File: src/rtl/ysyx_22050243_lsu_pkg.sv
// Shared definitions for the ysyx_22050243 load/store unit:
// funct3 encodings, FSM state type and access-size helpers.
package ysyx_22050243_lsu_pkg;

  localparam logic [2:0] F3_LB  = 3'b000;
  localparam logic [2:0] F3_LH  = 3'b001;
  localparam logic [2:0] F3_LW  = 3'b010;
  localparam logic [2:0] F3_LD  = 3'b011;
  localparam logic [2:0] F3_LBU = 3'b100;
  localparam logic [2:0] F3_LHU = 3'b101;
  localparam logic [2:0] F3_LWU = 3'b110;

  localparam logic [2:0] F3_SB  = 3'b000;
  localparam logic [2:0] F3_SH  = 3'b001;
  localparam logic [2:0] F3_SW  = 3'b010;
  localparam logic [2:0] F3_SD  = 3'b011;

  typedef enum logic [1:0] {
    ST_IDLE = 2'd0,
    ST_REQ  = 2'd1,
    ST_WAIT = 2'd2,
    ST_DONE = 2'd3
  } lsu_state_e;

  // log2 of the access size in bytes
  function automatic logic [1:0] size_log2(input logic [2:0] funct3);
    return funct3[1:0];
  endfunction

  function automatic logic [7:0] size_byte_mask(input logic [2:0] funct3);
    case (size_log2(funct3))
      2'd0:    return 8'h01;
      2'd1:    return 8'h03;
      2'd2:    return 8'h0F;
      default: return 8'hFF;
    endcase
  endfunction

  function automatic logic op_fault(input logic       is_load,
                                    input logic       is_store,
                                    input logic [2:0] funct3,
                                    input logic [2:0] addr_lo);
    logic [2:0] lsb_mask;
    logic       legal_kind;
    case (size_log2(funct3))
      2'd0:    lsb_mask = 3'b000;
      2'd1:    lsb_mask = 3'b001;
      2'd2:    lsb_mask = 3'b011;
      default: lsb_mask = 3'b111;
    endcase
    legal_kind = (is_load && !is_store &&
                  (funct3 inside {F3_LB, F3_LH, F3_LW, F3_LD, F3_LBU, F3_LHU, F3_LWU})) ||
                 (is_store && !is_load &&
                  (funct3 inside {F3_SB, F3_SH, F3_SW, F3_SD}));
    return !legal_kind || ((addr_lo & lsb_mask) != 3'b000);
  endfunction

endpackage

File: src/rtl/ysyx_22050243_lsu_align.sv
// Combinational lane logic: store byte-mask/data shifting and load extract/extend.
module ysyx_22050243_lsu_align
  import ysyx_22050243_lsu_pkg::*;
(
  input  logic [2:0]  funct3,
  input  logic [2:0]  addr_lo,
  input  logic [63:0] wdata,
  input  logic [63:0] rdata,
  output logic [7:0]  wmask,
  output logic [63:0] wdata_lane,
  output logic [63:0] load_data
);

  logic [5:0]  shamt;
  logic [63:0] w_shift;
  logic [63:0] r_shift;

  assign shamt   = {addr_lo, 3'b000};
  assign wmask   = size_byte_mask(funct3) << addr_lo;
  assign w_shift = wdata << shamt;
  assign r_shift = rdata >> shamt;

  // bytes outside the enabled lanes are forced to zero
  always_comb begin
    wdata_lane = '0;
    for (int i = 0; i < 8; i++) begin
      if (wmask[i]) wdata_lane[8*i +: 8] = w_shift[8*i +: 8];
    end
  end

  always_comb begin
    case (funct3)
      F3_LB:   load_data = {{56{r_shift[7]}},  r_shift[7:0]};
      F3_LH:   load_data = {{48{r_shift[15]}}, r_shift[15:0]};
      F3_LW:   load_data = {{32{r_shift[31]}}, r_shift[31:0]};
      F3_LD:   load_data = r_shift;
      F3_LBU:  load_data = {56'b0, r_shift[7:0]};
      F3_LHU:  load_data = {48'b0, r_shift[15:0]};
      F3_LWU:  load_data = {32'b0, r_shift[31:0]};
      default: load_data = '0;
    endcase
  end

endmodule

File: src/rtl/ysyx_22050243_lsu.sv
// Load/store unit: one aligned 64-bit data-memory access per op, result to write-back.
// Defining LSU_TIMEOUT_EN adds a response timeout of TIMEOUT_CYCLES WAIT cycles.
module ysyx_22050243_lsu
  import ysyx_22050243_lsu_pkg::*;
#(
  parameter int ADDR_WIDTH     = 64,
  parameter int XLEN           = 64,
  parameter int TIMEOUT_CYCLES = 256
) (
  input  logic                  clk,
  input  logic                  rst_n,
  input  logic                  ex_valid,
  output logic                  ex_ready,
  input  logic                  ex_load,
  input  logic                  ex_store,
  input  logic [2:0]            ex_funct3,
  input  logic [ADDR_WIDTH-1:0] ex_addr,
  input  logic [XLEN-1:0]       ex_wdata,
  input  logic [4:0]            ex_rd,
  output logic                  mem_req_valid,
  input  logic                  mem_req_ready,
  output logic                  mem_wen,
  output logic [ADDR_WIDTH-1:0] mem_addr,
  output logic [XLEN-1:0]       mem_wdata,
  output logic [7:0]            mem_wmask,
  input  logic                  mem_rsp_valid,
  input  logic [XLEN-1:0]       mem_rdata,
  output logic                  wb_valid,
  input  logic                  wb_ready,
  output logic [XLEN-1:0]       wb_rdata,
  output logic [4:0]            wb_rd,
  output logic                  wb_fault
);

  // state | meaning
  // IDLE  | ready for a new op from execute
  // REQ   | memory request presented, waiting for mem_req_ready
  // WAIT  | request accepted, waiting for read data / write ack
  // DONE  | result presented to write-back, waiting for wb_ready

  if (XLEN != 64) begin : g_bad_xlen
    $error("ysyx_22050243_lsu supports XLEN == 64 only");
  end
  if (TIMEOUT_CYCLES < 2) begin : g_bad_timeout
    $error("ysyx_22050243_lsu needs TIMEOUT_CYCLES >= 2");
  end

  lsu_state_e  state;
  logic [2:0]  op_funct3;
  logic [2:0]  op_addr_lo;
  logic        op_load;

  logic [2:0]  a_funct3;
  logic [2:0]  a_addr_lo;
  logic [7:0]  a_wmask;
  logic [63:0] a_wdata_lane;
  logic [63:0] a_load_data;
  logic        accept_fault;

`ifdef LSU_TIMEOUT_EN
  localparam int TMO_W = ($clog2(TIMEOUT_CYCLES) > 8) ? $clog2(TIMEOUT_CYCLES) : 8;
  logic [TMO_W-1:0] tmo_cnt;
`endif

  // One aligner serves both directions: store lanes are needed only at
  // acceptance (IDLE), load extraction only later from the latched op.
  assign a_funct3     = (state == ST_IDLE) ? ex_funct3    : op_funct3;
  assign a_addr_lo    = (state == ST_IDLE) ? ex_addr[2:0] : op_addr_lo;
  assign accept_fault = op_fault(ex_load, ex_store, ex_funct3, ex_addr[2:0]);

  ysyx_22050243_lsu_align u_align (
    .funct3     (a_funct3),
    .addr_lo    (a_addr_lo),
    .wdata      (ex_wdata),
    .rdata      (mem_rdata),
    .wmask      (a_wmask),
    .wdata_lane (a_wdata_lane),
    .load_data  (a_load_data)
  );

  always_ff @(posedge clk or negedge rst_n) begin
    if (!rst_n) begin
      state         <= ST_IDLE;
      ex_ready      <= 1'b1;
      mem_req_valid <= 1'b0;
      mem_wen       <= 1'b0;
      mem_addr      <= '0;
      mem_wdata     <= '0;
      mem_wmask     <= '0;
      wb_valid      <= 1'b0;
      wb_rdata      <= '0;
      wb_rd         <= '0;
      wb_fault      <= 1'b0;
      op_funct3     <= '0;
      op_addr_lo    <= '0;
      op_load       <= 1'b0;
`ifdef LSU_TIMEOUT_EN
      tmo_cnt       <= '0;
`endif
    end else begin
      case (state)
        ST_IDLE: begin
          if (ex_valid && ex_ready) begin
            ex_ready   <= 1'b0;
            op_funct3  <= ex_funct3;
            op_addr_lo <= ex_addr[2:0];
            op_load    <= ex_load;
            wb_rd      <= ex_rd;
            wb_rdata   <= '0;
            if (accept_fault) begin
              state    <= ST_DONE;
              wb_valid <= 1'b1;
              wb_fault <= 1'b1;
            end else begin
              state         <= ST_REQ;
              mem_req_valid <= 1'b1;
              mem_wen       <= ex_store;
              mem_addr      <= {ex_addr[ADDR_WIDTH-1:3], 3'b000};
              mem_wmask     <= a_wmask;
              mem_wdata     <= ex_store ? a_wdata_lane : '0;
            end
          end
        end

        ST_REQ: begin
          if (mem_req_ready) begin
            state         <= ST_WAIT;
            mem_req_valid <= 1'b0;
`ifdef LSU_TIMEOUT_EN
            tmo_cnt       <= '0;
`endif
          end
        end

        ST_WAIT: begin
          if (mem_rsp_valid) begin
            state    <= ST_DONE;
            wb_valid <= 1'b1;
            wb_fault <= 1'b0;
            wb_rdata <= op_load ? a_load_data : '0;
          end
`ifdef LSU_TIMEOUT_EN
          else if (tmo_cnt == TMO_W'(TIMEOUT_CYCLES - 1)) begin
            state    <= ST_DONE;
            wb_valid <= 1'b1;
            wb_fault <= 1'b1;
            wb_rdata <= '0;
          end else begin
            tmo_cnt <= tmo_cnt + 1'b1;
          end
`endif
        end

        ST_DONE: begin
          if (wb_ready) begin
            state    <= ST_IDLE;
            ex_ready <= 1'b1;
            wb_valid <= 1'b0;
            wb_fault <= 1'b0;
            wb_rdata <= '0;
            wb_rd    <= '0;
          end
        end

        default: state <= ST_IDLE;
      endcase
    end
  end

endmodule

File: config.mk
export PLATFORM = sky130hd
export DESIGN_NAME = ysyx_22050243_lsu
export DESIGN_NICKNAME = d
export VERILOG_FILES = /design/src/rtl/ysyx_22050243_lsu_pkg.sv /design/src/rtl/ysyx_22050243_lsu_align.sv /design/src/rtl/ysyx_22050243_lsu.sv
export SDC_FILE = /design/constraint.sdc
export NUM_CORES = 1
export LEC_CHECK = 0
export BUFFER_PORTS_ARGS = -buffer_cell sky130_fd_sc_hd__buf_2
export CORE_ASPECT_RATIO = 1.5
export CORE_MARGIN = 5
export CORE_UTILIZATION = 45
export DETAILED_ROUTE_END_ITERATION = 12
export PLACE_DENSITY = 0.84
export SYNTH_ARGS = -nofsm -noshare
export SYNTH_HDL_FRONTEND = slang
export SYNTH_SLANG_ARGS = --single-unit
File: constraint.sdc
create_clock -name clk -period 2.46 [get_ports clk]
set_input_delay 0.492 -clock clk [delete_from_list [all_inputs] [get_ports clk]]
set_output_delay 0.492 -clock clk [all_outputs]
set_load 0.01 [all_outputs]
# Word-level counts from Yosys, hierarchy flattened
# Index checks and enable logic that the tools add are counted.
# Widths: inputs -> output; s select.
# classes
n_eq_ne,25
shifts,3
n_mux,42
bitwise_logic,2
n_reduce_logical,28
# op_table
cell,count
$pmux 64 s7,1
$mux 64,5
$pmux 64 s3,1
$mux 8,8
$shl 64x6->64,1
$shr 64x6->64,1
$pmux 8 s3,1
$eq 3x3->1 const B,6
$eq 3x2->1 const B,4
$reduce_and 4->1,3
$mux 1,10
$mux 2,5
$mux 5,2
$ne 2x2->1 const B,5
$pmux 5 s2,1
$pmux 3 s3,1
$eq 2x2->1 const B,4
$pmux 2 s4,1
$shl 8x3->8,1
$reduce_bool 7->1,1
$eq 2x1->1 const B,3
$eq 3x1->1 const B,2
$logic_not 2->1,3
$logic_not 3->1,2
other kinds (15),28
# totals
reg_bits,216
in_bits,208

# Logic depth before layout (Yosys ltp)
# Gate-level depths: netlist of run 1.
# depth
word_depth,9
depth_mapped,13
mapped_depth_nobuf,8

# Hierarchy
# Synthesis of run 1 repeated with hierarchy kept, for this count alone.
# hier_totals
cells_unflattened,1381
hier_area_um2,13588.0
# by_module_without_submodules
mod,instances,cells_each,area_each_um2
ysyx_22050243_lsu,1,782,9078.7
ysyx_22050243_lsu_align,1,599,4509.3

# Worst setup path before layout of run 1
# OpenSTA, ideal clock, no wires.
# synth_path
kind,reg-to-reg
from,register state[0]
to,register wb_rdata[16]
setup_ns,0.126
arrival_ns,2.306
t_required_ns,2.334
slack_ns,0.028
stages_incl_launch_ff,11
path_buffers,4
synth_period_minus_slack_ns,2.432
path_cell_list,dfrtp_1 > inv_1 > ha_1 > buf_6 > mux2i_4 > buf_2 > buf_4 > buf_4 > mux2i_1 > o21ai_0 > a221o_1
# synth_between
elab_chain_len,7
elab_cells_between_ends,22
# synth_lines
element,line_no,rtl
from (decl),ysyx_22050243_lsu.sv:48,lsu_state_e state;
from (signal assigned),ysyx_22050243_lsu.sv:83,state <= ST_IDLE;
from (signal assigned),ysyx_22050243_lsu.sv:111,state <= ST_DONE;
from (signal assigned),ysyx_22050243_lsu.sv:115,state <= ST_REQ;
$logic_not 2->1,"ysyx_22050243_lsu.sv:67, ysyx_22050243_lsu.sv:68, ysyx_22050243_lsu.sv:101",
$mux 3 (on tied branches),"ysyx_22050243_lsu.sv:68, ysyx_22050243_lsu.sv:67",
"$shr 64x6->64, or another cell as far along",ysyx_22050243_lsu_align.sv:21,assign r_shift = rdata >> shamt;
$pmux 64 s7,ysyx_22050243_lsu_align.sv:32,case (funct3)
$mux 64,ysyx_22050243_lsu.sv:140,wb_rdata <= op_load ? a_load_data : '0;
$mux 64,ysyx_22050243_lsu.sv:136,if (mem_rsp_valid) begin
$pmux 64 s3,ysyx_22050243_lsu.sv:101,case (state)
to (signal assigned),ysyx_22050243_lsu.sv:140,
to (decl),ysyx_22050243_lsu.sv:30,"output logic [XLEN-1:0] wb_rdata,"
# Several ways; a longest one is shown, not always the timed one. The select of a mux whose other input is x is not followed.
# A chain may end at the register's enable or synchronous reset.

# Worst setup path after layout of run 1
# layout_path
from,register state[1]
to,register wb_rdata[51]
# Same word-level chain as after synthesis.

==> impl_results.md, run 1 <==
* Peak VDD IR at 1.61 mV
* Adder-cell area share of the yosys netlist at 0.00418
* Worst slew pin tran at 631 ps
* Area delta synth->final at 42.1%
* Final setup margin at -151 ps
* Final ANT Viol Nets at 0
* Core area at 26400 µm²
* RSZ-0062 raised after global routing: yes
* Layout fillers at 2047
* Failing checks: negative setup slack
* Cell Area, Placed at 15000 µm²
* Reg2Reg Depth at 12
* Gr usage total at 0.318
* Clock Tree Root: clkbuf_16
* Fmax at 0.383 GHz
* Grt total ovfl at 0
* Nets at 2092
* FF-to-FF setup slack at -150 ps
* Reg-to-Reg End: wb_rdata[51]
* Vias in the first global route at 13188
* Period minus WS final at 2610 ps
* Hold WC Path Type: in -> reg
* CTS tree: yes
* Post-synth top area cell: dfrtp_1
* CP required at 2900 ps
* Synthesized area per cell at 8.51 µm²
* Boundary pin count at 418
* Rel. slew slack at 0.577
* Die Y at 210 µm
* Final period util at 1.06
* Combinational share of power at 0.640
* P_int at 13.1 mW
* Critical path launch point type: flop
* Synth warn at 0
* Post-Synth XOR/XNOR Area at 0
* Max-cap violations at 0
* Largest net degree at the start of global routing at 86
* Final hold violations at 0
* Largest family of logic cells by synthesized area: compound AO/OA/AOI/OAI gates
* Die W at 143 µm
* Clock insertion delay at the later pin of the skew report at 520 ps
* Switching Fraction at 0.467
* DIE AREA at 30000 µm²
* Largest cells by area after synthesis: dfrtp_1 (45%), nand2_1 (15%), mux2i_1 (5.8%), a21oi_1 (4.1%), o21ai_0 (3.8%)
* Compound-cell area share of the yosys netlist at 0.206
* Reg power frac at 0.221
* Register area at 5410 µm²
* Mapped cell area at 12000 µm²
* Clock Power Share at 0.140
* Critical path type: reg -> reg
* Register area share after synthesis at 0.452
* Post-DP HPWL at 36600 µm
* DRC at 0
* Antenna violations before repair at 3
* Most numerous cell in the Yosys netlist: nand2_1
* Initial Utilization at 0.453
* Synth top cells by count: nand2_1 (466), dfrtp_1 (215), a21oi_1 (97)
* Clock skew at 13.1 ps
* NetSw at 11.5 mW
* TritonRoute pass-1 iters at 6
* Mux cell area share after synthesis at 0.0827
* Final core occ at 0.644
* Crit path capture type: flop
* Std cell rows at 73
* Simple-Gate Fraction of Synth Area at 0.205
* Vias per std cell at 6.06
* Post-synth EDFFs at 0
* Ratio of cells with drive above 1 in the final layout at 0.382
* First-pass GRT wire length at 74800 µm
* Finished Cell Area at 17000 µm²
* Wire length per cell at 23.5 µm
* Cell variety after synth at 59
* Clk buf depth at 3
* H-tree lvl count at 1
* HP Start: ex_addr[52]
* P per Cell Area at 1450 nW/µm²
* Worst r2r src: state[1]
* Final GP Congestion at 0.992
* Port bufs at 414
* Worst slack at placement at -522 ps
* Pins Over Slew Limit at 0
* Hold path cells at 3
* Routed WL at 52600 µm
* CP Data Arrival Time at 3050 ps
* Dominant synthesized flop cell: dfrtp_1
* Clock sink count at 216
* Worst-path fanout max at 8
* Detailed Route Iter0 Violations at 1281
* Hold Path End: mem_addr[52]
* Top-area cell type share of the netlist area at 0.450
* Async SR Flop Fraction at 1.00
* Leakage at 8.68 nW
* Post-synthesis cell count at 1406
* Status: finished with violations
* Multi-input logic area at 6690 µm²
* Vias at 13550
* Cts bufs inserted at 22
* #FFs+latches synth at 216
* Clock Pin Slew Worst Setup and Hold Paths at 60 ps
* Setup violators final at 65
==> flip-flops by register name, indices dropped and copies added (netlist names) <==
signal and flops:
mem_wmask 8, mem_addr 61, mem_wdata 64, mem_req_valid 1
ex_ready 1, mem_wen 1, wb_rdata 64, op_addr_lo 3
wb_fault 1, state 2, op_load 1, op_funct3 3
wb_valid 1, wb_rd 5
==> through the flow <==
stage	power, mW	setup TNS (ps)	hold slack, ps	instances
detailed placement	18.0	-30450	452	2159
global placement	17.7	-25590	451	2159
CTS	22.3	-1650	149	2213
global route	25.6	-11250	158	2235
finish	24.6	-5180	164	2235
floorplan	12.9	0	196	1408
==> critical path, cell delays in order (launching register included) <==
cell	delay, ps
dfrtp_1	370
inv_2	60
ha_4	180
buf_12	140
mux2i_4	190
buf_12	160
mux2i_4	190
buf_6	120
o22ai_2	190
a21oi_2	70
or3_4	480
clkbuf_16	220
a31oi_4	170
==> power by group through the flow <==
stage	clock network [mW]	logic (mW)	registers, mW
after floorplan	0	7.12	5.76
after global placement	0	12.3	5.38
after detailed placement	0	12.5	5.42
after CTS	3.47	13.4	5.38
after global routing	3.61	16.5	5.52
final	3.43	15.7	5.42
==> cell usage in the layout (no fill, tap or decap), types with 13 or more instances in the layout <==
cell and count:
a21oi_1 92, a221o_1 15, a22o_1 29, a311oi_1 19
a31oi_1 15, a31oi_4 25, and3_1 30, buf_12 21
buf_2 413, buf_4 105, clkbuf_16 26, dfrtp_1 215
mux2_2 15, mux2i_1 53, nand2_1 466, nand3_1 31
nor2_1 42, o21ai_0 71, o21ai_1 19, o22ai_1 13
==> repair_timing <==
item,in CTS,in global routing
buffers inserted,11,17
pin swaps,5,63
hold endpoints to repair,50,0
gates cloned,3,4
hold buffers,1,0
gates resized for setup,40,126
endpoints found under the setup margin,114,116
==> metal layers <==
| layer | global-route usage | up-vias | wire [µm] |
|---|---|---|---|
| li1 | - | 5896 | - |
| met1 | 0.375 | 6470 | 17600 |
| met2 | 0.526 | 927 | 25700 |
| met3 | 0.0447 | 257 | 4750 |
| met4 | 0.228 | 0 | 4530 |
| met5 | 0 | - | 0 |
==> area by class of cell <==
type,count,area share
Tap cell,337,0.0248
Timing Repair Buffer,565,0.219
Inverter,5,0.00110
Clock buffer,30,0.0359
Sequential cell,216,0.318
Multi-Input combinational cell,1070,0.394
Clock inverter,9,0.00663
Antenna cell,3,0.000442
==> how the worst max path moves through the flow <==
stage | start | to | slack (ps) | depth (start not counted)
after floorplan | state[0] | wb_rdata[16] | 30 | 10
after global placement | state[0] | wb_rdata[18] | -430 | 9
after detailed placement | state[0] | wb_rdata[28] | -520 | 9
after CTS | state[1] | wb_rdata[6] | -60 | 12
after global routing | state[0] | wb_rdata[14] | -410 | 12
final | state[1] | wb_rdata[51] | -150 | 12
==> cell families (layout without fill, tap and decap cells) <==
kind of cell / after synthesis / after routing
muxes: 93 / 93
adders and majority gates: 4 / 4
DFF: 216 / 216
other: 1 / 6
buffers and inverters: 122 / 609
and+or+nand+nor: 600 / 600
AOI/OAI and AO/OA: 370 / 370
No activity file was read; power rests on OpenSTA's default activity.
==> run 2: changes to the inputs <==
--- a/config.mk
+++ b/config.mk
@@ -5,12 +5,15 @@
 export SDC_FILE = /design/constraint.sdc
 export NUM_CORES = 1
 export LEC_CHECK = 0
+export ABC_CLOCK_PERIOD_IN_PS = 2460
 export BUFFER_PORTS_ARGS = -buffer_cell sky130_fd_sc_hd__buf_2
 export CORE_ASPECT_RATIO = 1.5
 export CORE_MARGIN = 5
 export CORE_UTILIZATION = 45
 export DETAILED_ROUTE_END_ITERATION = 12
 export PLACE_DENSITY = 0.84
+export RECOVER_POWER = 25
+export SKIP_CTS_REPAIR_TIMING = 1
 export SYNTH_ARGS = -nofsm -noshare
 export SYNTH_HDL_FRONTEND = slang
 export SYNTH_SLANG_ARGS = --single-unit
==> impl_results.md, run 2 (same netlist as run 1, synthesis figures left out) <==
* Nets at 2095
* Setup violators final at 66
* Status: finished with violations
* Critical path type: reg -> reg
* Failing checks: negative setup slack
* Final ANT Viol Nets at 0
* Crit path capture type: flop
* Vias in the first global route at 12973
* Worst-path fanout max at 8
* Final Hold Slack at 160 ps
* Cts bufs inserted at 22
* Initial Utilization at 0.453
* Post-DP HPWL at 36600 µm
* Antenna violations before repair at 4
* Peak VDD IR at 1.18 mV
* Routed WL at 51900 µm
* Commonest non-fill, non-tap cell in the layout: nand2_1
* Leakage at 8.67 nW
* Die Y at 210 µm
* Final setup margin at -150 ps
* P per Cell Area at 1430 nW/µm²
* Final period util at 1.06
* Crit path from: state[1]
* Most frequent cells in the layout: nand2_1 (464), buf_2 (413), dfrtp_1 (215)
* Ratio of cells with drive above 1 in the final layout at 0.368
* Grt total ovfl at 0
* Worst slew pin tran at 1470 ps
* RSZ-0062 raised after global routing: yes
* DIE AREA at 30000 µm²
* Clk buf depth at 3
* Vias per std cell at 6.04
* Boundary pin count at 418
* Port bufs at 414
* Gr usage total at 0.313
* Placed Cells at 2159
* Clock insertion delay at the later pin of the skew report at 520 ps
* Worst slack at placement at -522 ps
* Std cell rows at 73
* Multi-input logic area at 6360 µm²
* Vias at 13526
* CTS tree: yes
* Registers with the most flip-flops: mem_wdata x64, wb_rdata x64, mem_addr x61
* HP Start: ex_addr[52]
* CP required at 2880 ps
* H-tree lvl count at 1
* Core area at 26400 µm²
* DRC at 0
* Final GP Congestion at 0.992
* Hold WC Path Type: in -> reg
* Final hold violations at 0
* Critical path launch point type: flop
* Fmax at 0.383 GHz
* Max-cap violations at 0
* First-pass GRT wire length at 73600 µm
* Clock Pin Slew Worst Setup and Hold Paths at 60 ps
* TritonRoute pass-1 iters at 6
* Die W at 143 µm
* Worst r2r src: state[1]
* Largest net degree at the start of global routing at 86
* Non-Filler Instances at 2240
* Pins Over Slew Limit at 0
* Rel. slew slack at 0.0185
* CP Data Arrival Time at 3030 ps
* Clock skew at 13.8 ps
* Layout fillers at 2129
* Area delta synth->final at 39.5%
* Register area at 5410 µm²
* Detailed Route Iter0 Violations at 1297
* Setup TNS at -5150 ps
* Tot Pwr at 23.9 mW
* Clock Tree Root: clkbuf_16
* Period minus WS final at 2610 ps
* Clock sink count at 216
* Wire length per cell at 23.2 µm
[run 2: cell count changes in the layout (fill, tap and decap cells not counted), moves of 5 or more]
cell | previous run | this run
a22oi_1 | 12 | 20
mux2i_1 | 53 | 58
a22oi_2 | 10 | 2
a311oi_1 | 19 | 27
a31oi_1 | 15 | 22
o21ai_1 | 19 | 14
o21ai_0 | 71 | 76
a31oi_2 | 0 | 10
buf_4 | 105 | 100
buf_6 | 12 | 18
a311oi_2 | 11 | 3
a31oi_4 | 25 | 8
[run 2: cell type report]
type,count,area share
timing repair buffer,568,0.225
tap,337,0.0253
antenna,5,0.000750
clock inverter,9,0.00675
sequential,216,0.324
multi-input combinational,1070,0.381
inverter,5,0.00112
clock buffer,30,0.0366
[run 2: worst paths after layout]
| path | to | slack, ps | cells after the start |
|---|---|---|---|
| max | wb_rdata[46] | -150 | 12 |
| min | mem_addr[52] | 160 | 3 |
| max reg2reg | wb_rdata[46] | -150 | 12 |
| min reg2reg | mem_addr[25] | 470 | 2 |
| max in group asynchronous | wb_rdata[57] | 390 | 3 |
| min in group asynchronous | mem_wdata[60] | 880 | 2 |
[run 2: metrics by stage]
step	instance area, µm²	util
3_3_place_gp	15000	0.568
6_report	16700	0.632
4_1_cts	15700	0.596
5_1_grt	16700	0.632
2_1_floorplan	12000	-
3_5_place_dp	15000	0.568
[run 2: report_power, final]
group	internal, mW	switching, mW
Sequential	4.64	0.767
Combinational	6.38	8.69
Clock	1.96	1.48
[run 2: critical path, cell delays in order (launching register included)]
cell       delay [ps]
dfrtp_1           400
inv_2              90
ha_4              190
buf_12            150
mux2i_4           250
buf_12            170
buf_4             130
clkbuf_16         140
buf_4             110
mux2i_1           100
o21ai_0           430
a22oi_1           130
a31oi_1           230
[run 2: layer usage]
metal | track usage | up-vias | wire length (µm) | part of all wire
li1 | - | 5912 | - | -
met1 | 0.365 | 6377 | 17100 | 0.33
met2 | 0.521 | 985 | 25600 | 0.49
met3 | 0.0435 | 252 | 4800 | 0.092
met4 | 0.223 | 0 | 4400 | 0.085
met5 | 0 | - | 0 | 0
==> run 3: changes to the inputs <==
--- a/config.mk
+++ b/config.mk
@@ -11,6 +11,7 @@
 export CORE_MARGIN = 5
 export CORE_UTILIZATION = 45
 export DETAILED_ROUTE_END_ITERATION = 12
+export MAX_ROUTING_LAYER = met4
 export PLACE_DENSITY = 0.84
 export RECOVER_POWER = 25
 export SKIP_CTS_REPAIR_TIMING = 1
==> impl_results.md, run 3 (same netlist as run 1, synthesis figures left out) <==
* Hold WC Path Type: in -> reg
* Detailed Route Iter0 Violations at 1300
* Cts bufs inserted at 23
* Setup violators final at 70
* Finished Cell Area at 16900 µm²
* Fmax at 0.367 GHz
* Clk buf depth at 3
* Grt total ovfl at 0
* Most frequent cells in the layout: nand2_1 (463), buf_2 (413), dfrtp_1 (215)
* Routed WL at 53400 µm
* Final GP Congestion at 0.986
* Switching Fraction at 0.464
* Area delta synth->final at 41.3%
* H-tree lvl count at 1
* Max-cap violations at 1
* DIE AREA at 30000 µm²
* Layout fillers at 2122
* CP required at 2900 ps
* Antenna violations before repair at 4
* Clock sink count at 216
* Status: finished with violations
* Peak VDD IR at 0.871 mV
* Wire length per cell at 23.8 µm
* Ratio of cells with drive above 1 in the final layout at 0.384
* Crit path capture type: flop
* Worst-path fanout max at 18
* Reg power frac at 0.222
* Largest net degree at the start of global routing at 67
* Period minus WS final at 2730 ps
* Failing checks: max-capacitance violations, max-slew violations, negative setup slack
* Die W at 143 µm
* HP Start: ex_addr[56]
* Final core occ at 0.640
* Critical path type: reg -> reg
* Clock Tree Root: clkbuf_16
* TritonRoute pass-1 iters at 6
* Final hold violations at 0
* Crit path from: state[1]
* RSZ-0062 raised after global routing: yes
* Gr usage total at 0.324
* Final ANT Viol Nets at 0
* Clock Power Share at 0.146
* Vias per std cell at 6.13
* First-pass GRT wire length at 73800 µm
* Nets at 2102
* Combinational share of power at 0.632
* Most used routing layer in global routing: met2
* NetSw at 11.3 mW
* Clock skew at 29.8 ps
* Post-DP HPWL at 37100 µm
* Registers with the most flip-flops: mem_wdata x64, wb_rdata x64, mem_addr x61
* Global routing usage on met2 at 0.530
* Grt met1 use at 0.360
* Tot Pwr at 24.4 mW
* Pins Over Slew Limit at 65
* Vias in the first global route at 13014
* Vias at 13783
* Boundary pin count at 418
* Cell Area, Placed at 15100 µm²
* Worst r2r src: state[1]
* Core area at 26400 µm²
* Leakage at 8.73 nW
* CTS tree: yes
* P_int at 13.1 mW
* DRC at 0
* Worst slew pin tran at 1740 ps
* Non-Filler Instances at 2247
* Final Hold Slack at 165 ps
* M3 GR Usage at 0.0424
* Clock Pin Slew Worst Setup and Hold Paths at 70 ps
* Commonest non-fill, non-tap cell in the layout: nand2_1
* Final period util at 1.11
* Final setup margin at -268 ps
* Initial Utilization at 0.453
* Critical path launch point type: flop
* P per Cell Area at 1450 nW/µm²
* Placed Cells at 2166
* CP Data Arrival Time at 3170 ps
* Die Y at 210 µm
* Port bufs at 414
* FF-to-FF setup slack at -270 ps
* Std cell rows at 73
* Clock insertion delay at the later pin of the skew report at 540 ps
* Rel. slew slack at -0.160
## run 3: layer usage
metal	up-vias	share of wire
met4	0	0.088
met1	6549	0.33
met5	-	0
met3	301	0.096
met2	1014	0.49
li1	5919	-
## run 3: power groups by stage
stage	clock network [mW]	logic [mW]	registers [mW]
floorplan	0	7.12	5.76
global placement	0	12.3	5.36
detailed placement	0	12.5	5.41
CTS	3.60	12.6	5.37
global route	3.74	16.3	5.50
finish	3.57	15.5	5.41
## run 3: worst paths after layout
check | to | cells past startpoint
min | mem_addr[56] | 3
max | wb_rdata[10] | 10
max in group asynchronous | ex_ready | 3
min reg2reg | mem_addr[56] | 2
max reg2reg | wb_rdata[10] | 10
min in group asynchronous | mem_wdata[20] | 2
## run 3: per-stage QoR
step / worst slack (ps) / TNS (ps)
after floorplan: 27.6 / 0
after global placement: -507 / -28470
after detailed placement: -616 / -31950
after CTS: -615 / -34210
after global routing: -287 / -17950
final: -268 / -11660
## run 3: critical path: stages (launching register included)
cell	delay, ps
dfrtp_1	400
inv_2	90
ha_4	200
buf_6	120
mux2i_4	390
buf_12	190
buf_16	170
mux2i_1	110
o21ai_0	530
a21oi_1	200
o211ai_1	250
## run 3: final cells by class
type / instances / area (µm²) / area share
Antenna cell: 6 / 15.0 / 0.000888
Clock buffer: 26 / 617 / 0.0365
Clock inverter: 13 / 149 / 0.00881
Inverter: 5 / 18.8 / 0.00111
Multi-Input combinational cell: 1070 / 6530 / 0.386
Sequential cell: 216 / 5410 / 0.320
Tap cell: 337 / 422 / 0.0249
Timing Repair Buffer: 574 / 3750 / 0.222
